<file path="src/rtl/mul_sequencer.sv">
// mul_sequencer: multicycle shift-and-add multiplier controller that borrows the
// shared core ALU for every partial-product addition. Produces the low WIDTH
// bits of SrcA*SrcB plus {N,Z} flags through a start/busy/done handshake.
//
// Handshake: start is sampled only in IDLE; the accepting edge captures SrcA/SrcB
// and raises busy. busy stays high through RUN and DONE, done pulses for exactly
// one cycle in DONE with Product/NZ valid, and start during busy is ignored.
//
// Optional build macro: MUL_EARLY_TERM_EN -- when defined, RUN also exits as soon
// as the remaining multiplier bits are all zero; results are identical.
//
// Debug: dbg_state exposes the FSM state encoding (0=IDLE, 1=RUN, 2=DONE).

module mul_sequencer #(
  parameter int WIDTH = 32,
  parameter int CNTW  = 6
) (
  input  logic             clk,
  input  logic             reset,
  input  logic             start,
  input  logic [WIDTH-1:0] SrcA,
  input  logic [WIDTH-1:0] SrcB,
  output logic             busy,
  output logic             done,
  output logic [WIDTH-1:0] Product,
  output logic [1:0]       NZ,
  output logic             AluSel,
  output logic [WIDTH-1:0] AluA,
  output logic [WIDTH-1:0] AluB,
  output logic [1:0]       AluControl,
  input  logic [WIDTH-1:0] AluResult,
  input  logic [3:0]       AluFlags,
  output logic [1:0]       dbg_state
);

  typedef enum logic [1:0] {
    S_IDLE = 2'd0,
    S_RUN  = 2'd1,
    S_DONE = 2'd2
  } state_t;

  state_t           state;
  state_t           state_next;

  logic [WIDTH-1:0] p;       // partial-product accumulator
  logic [WIDTH-1:0] m;       // multiplicand, shifted left each iteration
  logic [WIDTH-1:0] q;       // multiplier, shifted right each iteration
  logic [CNTW-1:0]  count;   // iterations already performed

  logic [WIDTH-1:0] p_next;
  logic [WIDTH-1:0] q_shift;
  logic             last_iter;

  // Flags come from the loaded Product, never from the ALU, so the ALU's flag
  // outputs are intentionally not consumed here.
  logic             alu_flags_unused;
  assign alu_flags_unused = ^AluFlags;

  // Per-iteration datapath values and loop-exit decision
  always_comb begin
    p_next    = q[0] ? AluResult : p;
    q_shift   = q >> 1;
    last_iter = (count == CNTW'(WIDTH - 1));
`ifdef MUL_EARLY_TERM_EN
    if (q_shift == '0) begin
      last_iter = 1'b1;
    end
`endif
  end

  // Next-state and handshake/ALU-request outputs
  always_comb begin
    state_next = state;
    busy       = 1'b0;
    done       = 1'b0;
    AluSel     = 1'b0;
    AluA       = '0;
    AluB       = '0;
    AluControl = 2'b00;
    case (state)
      S_IDLE: begin
        if (start) begin
          state_next = S_RUN;
        end
      end
      S_RUN: begin
        busy   = 1'b1;
        AluSel = 1'b1;
        AluA   = p;
        AluB   = m;
        if (last_iter) begin
          state_next = S_DONE;
        end
      end
      S_DONE: begin
        busy       = 1'b1;
        done       = 1'b1;
        state_next = S_IDLE;
      end
      default: begin
        state_next = S_IDLE;
      end
    endcase
  end

  assign dbg_state = state;

  // State register
  always_ff @(posedge clk) begin
    if (reset) begin
      state <= S_IDLE;
    end else begin
      state <= state_next;
    end
  end

  // Operand capture, shift-and-add iteration and result load
  always_ff @(posedge clk) begin
    if (reset) begin
      p       <= '0;
      m       <= '0;
      q       <= '0;
      count   <= '0;
      Product <= '0;
      NZ      <= 2'b01;
    end else begin
      case (state)
        S_IDLE: begin
          if (start) begin
            p     <= '0;
            m     <= SrcA;
            q     <= SrcB;
            count <= '0;
          end
        end
        S_RUN: begin
          p     <= p_next;
          m     <= m << 1;
          q     <= q_shift;
          count <= count + CNTW'(1);
          if (last_iter) begin
            Product <= p_next;
            NZ      <= {p_next[WIDTH-1], (p_next == '0)};
          end
        end
        default: begin
        end
      endcase
    end
  end

endmodule

</file>
<file path="config.mk">
export PLATFORM = sky130hd
export DESIGN_NAME = mul_sequencer
export DESIGN_NICKNAME = d
export VERILOG_FILES = /design/src/rtl/mul_sequencer.sv
export SDC_FILE = /design/constraint.sdc
export NUM_CORES = 1
export LEC_CHECK = 0
export CORE_UTILIZATION = 51
export CTS_CLUSTER_SIZE = 40
export DETAILED_ROUTE_END_ITERATION = 6
export PLACE_DENSITY = 0.9
export SLEW_MARGIN = 20
export SYNTH_ARGS = -nofsm -noshare
export SYNTH_HDL_FRONTEND = slang
export SYNTH_SLANG_ARGS = --single-unit
</file>
<file path="constraint.sdc">
create_clock -name clk -period 4.11 [get_ports clk]
set_input_delay 1.233 -clock clk [delete_from_list [all_inputs] [get_ports clk]]
set_output_delay 1.233 -clock clk [all_outputs]
set_load 0.05 [all_outputs]
</file>
==> flow_metrics.tcl <==
set metrics [dict create \
    syn_avg_cell_area_um2 8.88 \
    rsz0062_at_grt "no" \
    hold_path.startpoint "Product[5]$_SDFFE_PP0P_" \
    core_area_mm2 0.0128 \
    vias 6238 \
    grt_max_degree 61 \
    ys_types 43 \
    cts_root_buffer "clkbuf_16" \
    die_w_um 117 \
    yosys-top-cells-count "nor2_1, dfxtp_1, and2_1, mux2i_1, a211oi_1" \
    hold_viol_final 0 \
    place_hpwl_um 12300 \
    cts.sinks 137 \
    via_per_inst 5.63 \
    grt.total_usage_pct 27.3 \
    drt-wirelength-per-cell_um 16.6 \
    dp_cells 1076 \
    cts_tree "yes" \
    outcome "complete, no violations" \
    drive_gt1_share_pct 7.91 \
    slew_headroom_pct 42.3 \
    clk_latency_ns 0.42 \
    period_share_pct 89.2 \
    rrSetupSlack_ns 1.35 \
    cts_htree_levels 4 \
    crit_required_ns 2.88 \
    netlist_area_mm2 0.00680 \
    final_util_pct 72.9 \
    synthFlopType "dfxtp_1" \
    seq_area_frac_synth_pct 40.4 \
    setup_slack_ns 0.444 \
    worst_pin_slew_ns 0.865 \
    ys_ff_latch 137 \
    crit_arrival_ns 2.43 \
    totalNegativeSetupSlack_ns 0 \
    drt_iter0_drc 529 \
    rr_worst_depth 8 \
    grt_pass1_wl_um 30400 \
    drv_slew 0 \
    antenna_found_initial 0 \
    syn_to_final_growth_pct 37.6 \
    cts_buffer_depth 2 \
    synthCells 765 \
    drc 0 \
    gp_congestion 0.855 \
    cts.clk_slew.worst_paths_ns 0.06 \
    skew_ns 0.0113 \
    max_freq_mhz 273 \
    hold_depth 2 \
    power.density_mw_per_mm2 397 \
    postCtsHoldBufs 0 \
    async_flop_share_pct 0 \
    crit_type "reg -> out" \
    hold_class "reg -> reg" \
    die_area_mm2 0.0138 \
    nets 1030 \
    finalSetupViolations 0 \
    synth_area_leaders "dfxtp_1, mux2i_1, nor2_1" \
    leakage_uw 0.00333 \
    dpl_worst_slack_ns 0.583 \
    worstPathMaxFanout 23 \
    final_cells 1108 \
    numCtsBuffers 17 \
    port_buffers 201 \
    fin_crit_ns 3.67 \
    die_h_um 117 \
    first_pass_iters 5 \
    yosysTopAreaCellShare_pct 40.4 \
    hold_end "Product[5]$_SDFFE_PP0P_" \
    grt_pass1_vias 5966 \
    yosys_warnings 0 \
    crit_path_end_kind "output pin" \
    antenna_cells 0 \
    startpoint_type "flip-flop" \
    cap_viol_max_count 0 \
    synth_top_cell_by_area "dfxtp_1" \
    drt_wl_total_um 18400 \
    rr_endpoint "q[15]$_SDFFE_PP0P_" \
    grt-ovfl-total 0 \
    num_rows 41 \
    post_cts_buffers 0 \
    initial_core_util_pct 53.0 \
    r2r-start "dbg_state[1]$_SDFFE_PP0P_" \
    ir_worst_vdd_mv 0.397 \
    synth-edff-count 0 \
    nFillCells 981 \
    synth.most_common_cell "nor2_1" \
    ctsResizeCount 0 \
    ant_nets 0 \
    pin_count 208 \
]
## critical path: stages, from the launching register on
cell             delay (ns)
dfxtp_1                0.33
inv_1                  0.12
ha_4                   0.30
buf_4                  0.28
and2_1                 0.18
clkdlybuf4s50_1        0.81
## cell usage in the layout (no fill, tap or decap), types with 3 or more instances in the layout
cell type / count
o21ai_0: 34
nor4_1: 12
nand3b_1: 30
clkinv_4: 3
nand2b_1: 4
dfxtp_1: 136
a211oi_2: 20
nor2_1: 166
nand2_1: 4
a22oi_1: 32
mux2i_1: 64
a2111oi_1: 20
a211oi_1: 45
and2_1: 64
clkbuf_16: 17
nand3_1: 3
clkdlybuf4s50_1: 200
bufinv_16: 3
a2111oi_0: 10
nand4_1: 5
xor2_1: 3
nor3_1: 4
buf_4: 12
clkinv_2: 5
a21oi_1: 7
## layer usage
| layer | up-vias | part of all wire [%] | track usage [%] |
|---|---|---|---|
| met2 | 202 | 48 | 43.5 |
| met5 | - | 0 | 0 |
| met4 | 0 | 2.0 | 11.4 |
| met1 | 2944 | 44 | 34.4 |
| li1 | 3068 | - | - |
| met3 | 24 | 6.6 | 7.83 |
## where the power goes
part / internal, uW / switching, uW / total [uW]
registers: 1420 / 79.3 / 1500
logic: 291 / 377 / 668
clock network: 982 / 567 / 1550
## sequential cells by signal (all words and copies together) (netlist names)
register and count:
q 32, m 32, Product 32, p 32, count 6, NZ 1, dbg_state 2
## final cells by class
class | count | area, um^2 | area share [%]
inverters | 3 | 11.3 | 0.120
repair buffers | 214 | 2130 | 22.8
clock buffers | 20 | 457 | 4.88
multi-input cells | 550 | 3650 | 39.0
clock inverters | 12 | 149 | 1.59
flip-flops and latches | 137 | 2740 | 29.3
well taps | 172 | 215 | 2.30
## worst max-delay path by stage
stage,startpoint,to,slack [ns],depth (start not counted)
detailed placement,start,p[27]$_SDFFE_PP0P_,0.58,6
finish,dbg_state[1]$_SDFFE_PP0P_,AluA[14],0.44,5
floorplan,dbg_state[0]$_SDFFE_PP0P_,AluA[0],0.59,4
global placement,start,p[21]$_SDFFE_PP0P_,0.62,6
global route,dbg_state[1]$_SDFFE_PP0P_,AluA[14],0.32,5
CTS,dbg_state[1]$_SDFFE_PP0P_,AluA[28],0.42,5
## logic make-up after synthesis
| kind of cell | Yosys count | synth area share (%) |
|---|---|---|
| simple gates | 302 | 22.3 |
| fa+ha+maj | 4 | 0.736 |
| mux | 65 | 9.65 |
| compound gates | 174 | 20.1 |
| flops | 137 | 40.4 |
| xor+xnor | 3 | 0.387 |
| other cells | 1 | 0.0552 |
| buf+inv | 79 | 6.41 |
## per-stage QoR
stage	instance area (um^2)	power (uW)	hold WS, ns
2_1_floorplan	6800	1960	0.471
3_3_place_gp	8750	2170	0.477
3_5_place_dp	8750	2180	0.487
4_1_cts	9360	3730	0.501
5_1_grt	9360	3870	0.514
6_report	9360	3710	0.496
Note: power is estimated with default switching activity, not from simulation.
